## src/rtl/timing_control_unit_if.sv

```systemverilog
// rtl/timing_control_unit_if.sv - memory handshake and datapath load strobes between sequencer and datapath
//
// Signals:
//   mem_rd     sequencer -> memory    read request (T1 fetch, T3 indirect)
//   mem_ready  memory -> sequencer    acknowledge for the current mem_rd
//   ar_ld_pc   sequencer -> datapath  AR<-PC
//   ir_ld      sequencer -> datapath  IR<-M[AR]
//   pc_inc     sequencer -> datapath  PC<-PC+1
//   ar_ld_ir   sequencer -> datapath  AR<-IR(address)
//   ar_ld_mem  sequencer -> datapath  AR<-M[AR]
// Modports: master = sequencer side, slave = memory/datapath side.
interface timing_control_unit_if;
    logic mem_rd;
    logic mem_ready;
    logic ar_ld_pc;
    logic ir_ld;
    logic pc_inc;
    logic ar_ld_ir;
    logic ar_ld_mem;

    modport master (
        output mem_rd, ar_ld_pc, ir_ld, pc_inc, ar_ld_ir, ar_ld_mem,
        input  mem_ready
    );

    modport slave (
        input  mem_rd, ar_ld_pc, ir_ld, pc_inc, ar_ld_ir, ar_ld_mem,
        output mem_ready
    );
endinterface

```

## src/rtl/timing_control_unit.sv

```systemverilog
// rtl/timing_control_unit.sv - instruction-cycle sequencer: sequence counter, T0..T7 decode, FETCH/DECODE/INDIRECT/EXECUTE
//
// Optional feature macro: INTR_CYCLE_EN (adds INTR state and intr_ack output).
// Ports:
//   clk, rst      clock (rising edge), synchronous active-high reset
//   start         leave IDLE/HALTED and begin fetch
//   ir_i          indirect bit of fetched instruction (valid from T2)
//   exec_done     current instruction finished (sampled T4..T7)
//   halt_req      HLT decoded, honoured together with exec_done
//   irq           interrupt request (only used with INTR_CYCLE_EN)
//   bus           memory handshake + datapath load strobes (master side)
//   sc            sequence counter
//   t             one-hot timing signals t[sc], zero when not running
//   running       sequencer is stepping an instruction (or interrupt cycle)
//   halted        sequencer is in HALTED
//   tmo           pulse: execute reached T7 without exec_done
//   intr_ack      (INTR_CYCLE_EN only) high in every INTR cycle
module timing_control_unit #(
    parameter int SC_W    = 3,
    parameter int EXEC_T0 = 4
) (
    input  logic                   clk,
    input  logic                   rst,
    input  logic                   start,
    input  logic                   ir_i,
    input  logic                   exec_done,
    input  logic                   halt_req,
    input  logic                   irq,
    timing_control_unit_if.master  bus,
    output logic [SC_W-1:0]        sc,
    output logic [2**SC_W-1:0]     t,
    output logic                   running,
    output logic                   halted,
    output logic                   tmo
`ifdef INTR_CYCLE_EN
    ,
    output logic                   intr_ack
`endif
);

    typedef enum logic [2:0] {
        IDLE     = 3'd0,
        FETCH    = 3'd1,
        DECODE   = 3'd2,
        INDIRECT = 3'd3,
        EXECUTE  = 3'd4,
        HALTED   = 3'd5
`ifdef INTR_CYCLE_EN
        ,
        INTR     = 3'd6
`endif
    } state_t;

    state_t          state_q, state_d;
    logic [SC_W-1:0] sc_q, sc_d;
    logic            boundary;

`ifndef INTR_CYCLE_EN
    logic unused_irq;
    assign unused_irq = irq;
`endif

    always_ff @(posedge clk) begin
        if (rst) begin
            state_q <= IDLE;
            sc_q    <= '0;
        end else begin
            state_q <= state_d;
            sc_q    <= sc_d;
        end
    end

    always_comb begin
        state_d       = state_q;
        sc_d          = sc_q;
        bus.mem_rd    = 1'b0;
        bus.ar_ld_pc  = 1'b0;
        bus.ir_ld     = 1'b0;
        bus.pc_inc    = 1'b0;
        bus.ar_ld_ir  = 1'b0;
        bus.ar_ld_mem = 1'b0;
        tmo           = 1'b0;
        boundary      = 1'b0;
`ifdef INTR_CYCLE_EN
        intr_ack      = 1'b0;
`endif
        case (state_q)
            IDLE: begin
                sc_d = '0;
                if (start) state_d = FETCH;
            end
            HALTED: begin
                sc_d = '0;
                if (start) state_d = FETCH;
`ifdef INTR_CYCLE_EN
                else if (irq) state_d = INTR;
`endif
            end
            FETCH: begin
                if (sc_q == '0) begin
                    bus.ar_ld_pc = 1'b1;
                    sc_d         = SC_W'(1);
                end else begin
                    // T1 stalls indefinitely until memory acknowledges
                    bus.mem_rd = 1'b1;
                    if (bus.mem_ready) begin
                        bus.ir_ld  = 1'b1;
                        bus.pc_inc = 1'b1;
                        sc_d       = SC_W'(2);
                        state_d    = DECODE;
                    end
                end
            end
            DECODE: begin
                bus.ar_ld_ir = 1'b1;
                sc_d         = SC_W'(3);
                state_d      = INDIRECT;
            end
            INDIRECT: begin
                if (!ir_i) begin
                    sc_d    = SC_W'(EXEC_T0);
                    state_d = EXECUTE;
                end else begin
                    bus.mem_rd = 1'b1;
                    if (bus.mem_ready) begin
                        bus.ar_ld_mem = 1'b1;
                        sc_d          = SC_W'(EXEC_T0);
                        state_d       = EXECUTE;
                    end
                end
            end
            EXECUTE: begin
                if (exec_done) begin
                    sc_d     = '0;
                    boundary = 1'b1;
                    state_d  = halt_req ? HALTED : FETCH;
                end else if (sc_q == '1) begin
                    // Out of timing slots: abandon the instruction and refetch
                    tmo      = 1'b1;
                    sc_d     = '0;
                    boundary = 1'b1;
                    state_d  = FETCH;
                end else begin
                    sc_d = sc_q + SC_W'(1);
                end
`ifdef INTR_CYCLE_EN
                if (boundary && irq && !halt_req) state_d = INTR;
`endif
            end
`ifdef INTR_CYCLE_EN
            INTR: begin
                intr_ack = 1'b1;
                if (sc_q == SC_W'(2)) begin
                    sc_d    = '0;
                    state_d = FETCH;
                end else begin
                    sc_d = sc_q + SC_W'(1);
                end
            end
`endif
            default: begin
                state_d = IDLE;
                sc_d    = '0;
            end
        endcase
    end

    assign running = (state_q != IDLE) && (state_q != HALTED);
    assign halted  = (state_q == HALTED);
    assign sc      = sc_q;
    assign t       = running ? ({{(2**SC_W-1){1'b0}}, 1'b1} << sc_q) : '0;

endmodule
```

## src/flat_wrapper.sv

```systemverilog
// flat-port wrapper written by rule: the top's interface ports become plain ports
module timing_control_unit_flat 
#(
    parameter int SC_W    = 3,
    parameter int EXEC_T0 = 4
)
  (clk, rst, start, ir_i, exec_done, halt_req, irq, sc, t, running, halted, tmo, bus_mem_rd, bus_ar_ld_pc, bus_ir_ld, bus_pc_inc, bus_ar_ld_ir, bus_ar_ld_mem, bus_mem_ready);
  timing_control_unit_if bus_i ();
  input  logic clk;
  input  logic rst;
  input  logic start;
  input  logic ir_i;
  input  logic exec_done;
  input  logic halt_req;
  input  logic irq;
  output logic [SC_W-1:0] sc;
  output logic [2**SC_W-1:0] t;
  output logic running;
  output logic halted;
  output logic tmo;
  output wire logic [$bits(bus_i.mem_rd)-1:0] bus_mem_rd;
  output wire logic [$bits(bus_i.ar_ld_pc)-1:0] bus_ar_ld_pc;
  output wire logic [$bits(bus_i.ir_ld)-1:0] bus_ir_ld;
  output wire logic [$bits(bus_i.pc_inc)-1:0] bus_pc_inc;
  output wire logic [$bits(bus_i.ar_ld_ir)-1:0] bus_ar_ld_ir;
  output wire logic [$bits(bus_i.ar_ld_mem)-1:0] bus_ar_ld_mem;
  input wire logic [$bits(bus_i.mem_ready)-1:0] bus_mem_ready;
  assign bus_mem_rd = bus_i.mem_rd;
  assign bus_ar_ld_pc = bus_i.ar_ld_pc;
  assign bus_ir_ld = bus_i.ir_ld;
  assign bus_pc_inc = bus_i.pc_inc;
  assign bus_ar_ld_ir = bus_i.ar_ld_ir;
  assign bus_ar_ld_mem = bus_i.ar_ld_mem;
  assign bus_i.mem_ready = bus_mem_ready;
  timing_control_unit #(.SC_W(SC_W), .EXEC_T0(EXEC_T0)) u_core (.clk(clk), .rst(rst), .start(start), .ir_i(ir_i), .exec_done(exec_done), .halt_req(halt_req), .irq(irq), .bus(bus_i), .sc(sc), .t(t), .running(running), .halted(halted), .tmo(tmo));
endmodule
```

## config.mk

```make
export PLATFORM = sky130hd
export DESIGN_NAME = timing_control_unit_flat
export DESIGN_NICKNAME = d
export VERILOG_FILES = /design/src/rtl/timing_control_unit_if.sv /design/src/rtl/timing_control_unit.sv /design/src/flat_wrapper.sv
export SDC_FILE = /design/constraint.sdc
export NUM_CORES = 1
export LEC_CHECK = 0
export CAP_MARGIN = 40
export CELL_PAD_IN_SITES_DETAIL_PLACEMENT = 1
export CELL_PAD_IN_SITES_GLOBAL_PLACEMENT = 1
export CORE_MARGIN = 2
export CORE_UTILIZATION = 30
export CTS_CLUSTER_SIZE = 24
export DETAILED_ROUTE_END_ITERATION = 8
export MAX_ROUTING_LAYER = met4
export PLACE_DENSITY_LB_ADDON = 0.08
export SLEW_MARGIN = 15
export SYNTH_ARGS = -nofsm -noshare
export SYNTH_HDL_FRONTEND = slang
export SYNTH_SLANG_ARGS = --single-unit
```

## constraint.sdc

```tcl
create_clock -name clk -period 3.37 [get_ports clk]
set_input_delay 0.337 -clock clk [delete_from_list [all_inputs] [get_ports clk]]
set_output_delay 0.337 -clock clk [all_outputs]
set_load 0.02 [all_outputs]
```

==> run metrics <==
status finished clean; Pint 150 µW; DRC errors left 0; Final min period 2.48 ns; share of cells above drive strength 1 6.73%; htree depth 1; number of global-route vias before repair 647; P_sw 70.8 µW; final setup violation count 0; Final GP Congestion 0.774; Crit. End Element output port; Routed WL per cell 12.6 µm; worst hold path type reg -> reg; number of cells on the worst reg-to-reg path 6; DRT antenna net count 0; Total GRT Usage 14.8%; critical path type reg -> out; I/O pin count 28; CP Cell Sequence nor2b_1 -> or3_1 -> and3_1 -> clkdlybuf4s50_1; Hold Path Sink u_core.sc[0]; r2r setup slk 1.51 ns; initial antenna violation count 0; switch share 32.1%; WHS Path Cells 2; PostCTS Resize Cnt 0; Slew HR 64.5%; PortBufs 26; maxcap violations 0; Worst Hold Launch u_core.sc[0]; fill count 262; CTS Buf Count 3; Power Total 221 µW; largest net degree at the start of global routing 17; Yosys reg bits 6; Max Buffers Root-to-Sink 2; initial core utilization 31.5%; FMAX 403 MHz; first-pass GRT wire length 2810 µm; Final Hold Viols 0; slowest CP cell clkdlybuf4s50_1; async set-reset flop share out of synthesis 0%; CP Launch Point u_core.state_q[2]; Leak 0.367 nW; Synth Area in XOR/XNOR 1.43%; Post-CTS Setup Bufs 0; Reg power frac 36.4%; worst slew pin tran 0.527 ns; DP HPWL 1320 µm; sequential-to-total area share from yosys stat 19.6%; Final Skew 0.00383 ns; crit-path max cell delay 0.53 ns; commonest non-fill, non-tap cell in the layout clkdlybuf4s50_1; later-pin clock latency in the skew report 0.24 ns; Clk network pwr share 30.0%; part of the power in combinational logic 33.6%; DR vias/cell 5.05; final WL 1660 µm; die area 2420 µm²; cells after synthesis 79; clock tree sinks 6; Synth Area in Compound Gates 16.4%; commonest non-fill, non-tap cells in the layout clkdlybuf4s50_1 (26), nor2_1 (8), ha_1 (7); VDD IR-drop max 0.183 mV; Die Span Y 49.2 µm; Synth Area in Adders 14.3%; Post-Layout Cell Count 131; CTS tree yes; Initial DRC Count 1; kind of cell adding the most delay to the critical path simple AND/OR/NAND/NOR gates; hold-fix buffers at CTS 0; synthesized area 612 µm²; Final #Nets 121; FF-to-FF Start u_core.sc[0]; Worst Path Required 3.03 ns; Remaining Overflow, GRT 0; EDFF count, synth 0; Yosys warnings 0; Pwr per Cell Area 244 nW/µm²; Inserted Diodes 0; CP arrival 2.14 ns; fin crit share 73.6%; Synth Net Count 94; clk slew on worst S/H paths 0.04 ns; core box area 1940 µm²; Startpoint Class flop; dpl cells 128; buffers and inverters on the worst path 1; Area Overhead vs Synth 48.1%; CTS root buffer clkbuf_4; setup_tns 0 ns; Final Slew Violations 0; row count 16; RSZ-0062 raised after global routing no; vias after detailed routing 662; largest family of logic cells by synthesized area simple AND/OR/NAND/NOR gates; Crit Reg-Reg Endpoint u_core.sc[2]; 1st-pass router iterations 2; Synth Area in Simple Gates 41.5%; post-synthesis cell type count 30; mux cell area share after synthesis 0%; Post-synth top flop dfxtp_1; Mean Syn Cell Area 7.74 µm²; die width 49.2 µm; Worst Path Max Fanout 10
through the flow:
stage               hold slack, ns  setup WS (ns)  cell area [µm²]  util (%)
global placement             0.497           1.02              883      45.5
floorplan                    0.406           1.52              612         -
global route                 0.560          0.777              906      46.6
CTS                          0.526          0.863              906      46.6
detailed placement           0.519           1.01              883      45.5
finish                       0.519          0.888              906      46.6
power groups by stage:
stage / combinational (mW) / clock [mW] / sequential, mW
final: 0.0742 / 0.0662 / 0.0803
after floorplan: 0.0423 / 0 / 0.0814
after global routing: 0.0816 / 0.0726 / 0.0813
after CTS: 0.0754 / 0.0674 / 0.0805
after detailed placement: 0.0751 / 0 / 0.0818
after global placement: 0.0736 / 0 / 0.0816
kinds of logic after synthesis:
logic type	after synthesis
and+or+nand+nor	42
AOI/OAI and AO/OA	14
buffers and inverters	9
adders and majority gates	7
DFF	6
xor gates and xnor gates	1
flip-flops by register name, indices dropped and copies added (netlist names):
register,cells
u_core.sc,3
u_core.state_q,3
cells in the mapped netlist (4+ instances only):
cell,count,share of area (%)
dfxtp_1,6,20
nor2b_1,4,4.1
inv_1,5,3.1
nor2_1,8,4.9
a21oi_1,5,4.1
nand2b_1,4,4.1
and2_1,4,4.1
nor3_1,4,3.3
and3_1,5,5.1
ha_1,7,14
layer usage:
metal  global-route usage [%]  vias up  routed length [µm]
met5                        -        -                   0
met4                     2.86        0                   0
met3                     2.15        0                  68
met2                     26.6       18                 843
met1                     17.3      310                 744
li1                         -      334                   -
cell type report:
| cell class | count | area [µm²] | share of cell area [%] |
|---|---|---|---|
| inverters | 5 | 18.8 | 2.07 |
| flip-flops and latches | 6 | 120 | 13.3 |
| multi-input cells | 64 | 450 | 49.7 |
| repair buffers | 26 | 260 | 28.7 |
| well taps | 27 | 33.8 | 3.73 |
| clock buffers | 3 | 22.5 | 2.49 |
worst max path at each step:
stage                  to  slack (ns)  depth (start not counted)
4_1_cts              t[5]        0.86                          4
5_1_grt         bus_ir_ld        0.78                          5
3_5_place_dp          tmo        1.01                          4
6_report             t[5]        0.89                          4
3_3_place_gp          tmo        1.02                          4
2_1_floorplan  bus_mem_rd        1.52                          4
tightest hold or removal path, cell delays in order (launching register included):
cell and delay, ns:
dfxtp_1 0.34, nand2_1 0.07, a21oi_1 0.05
Power figures use the tool's default switching activity.
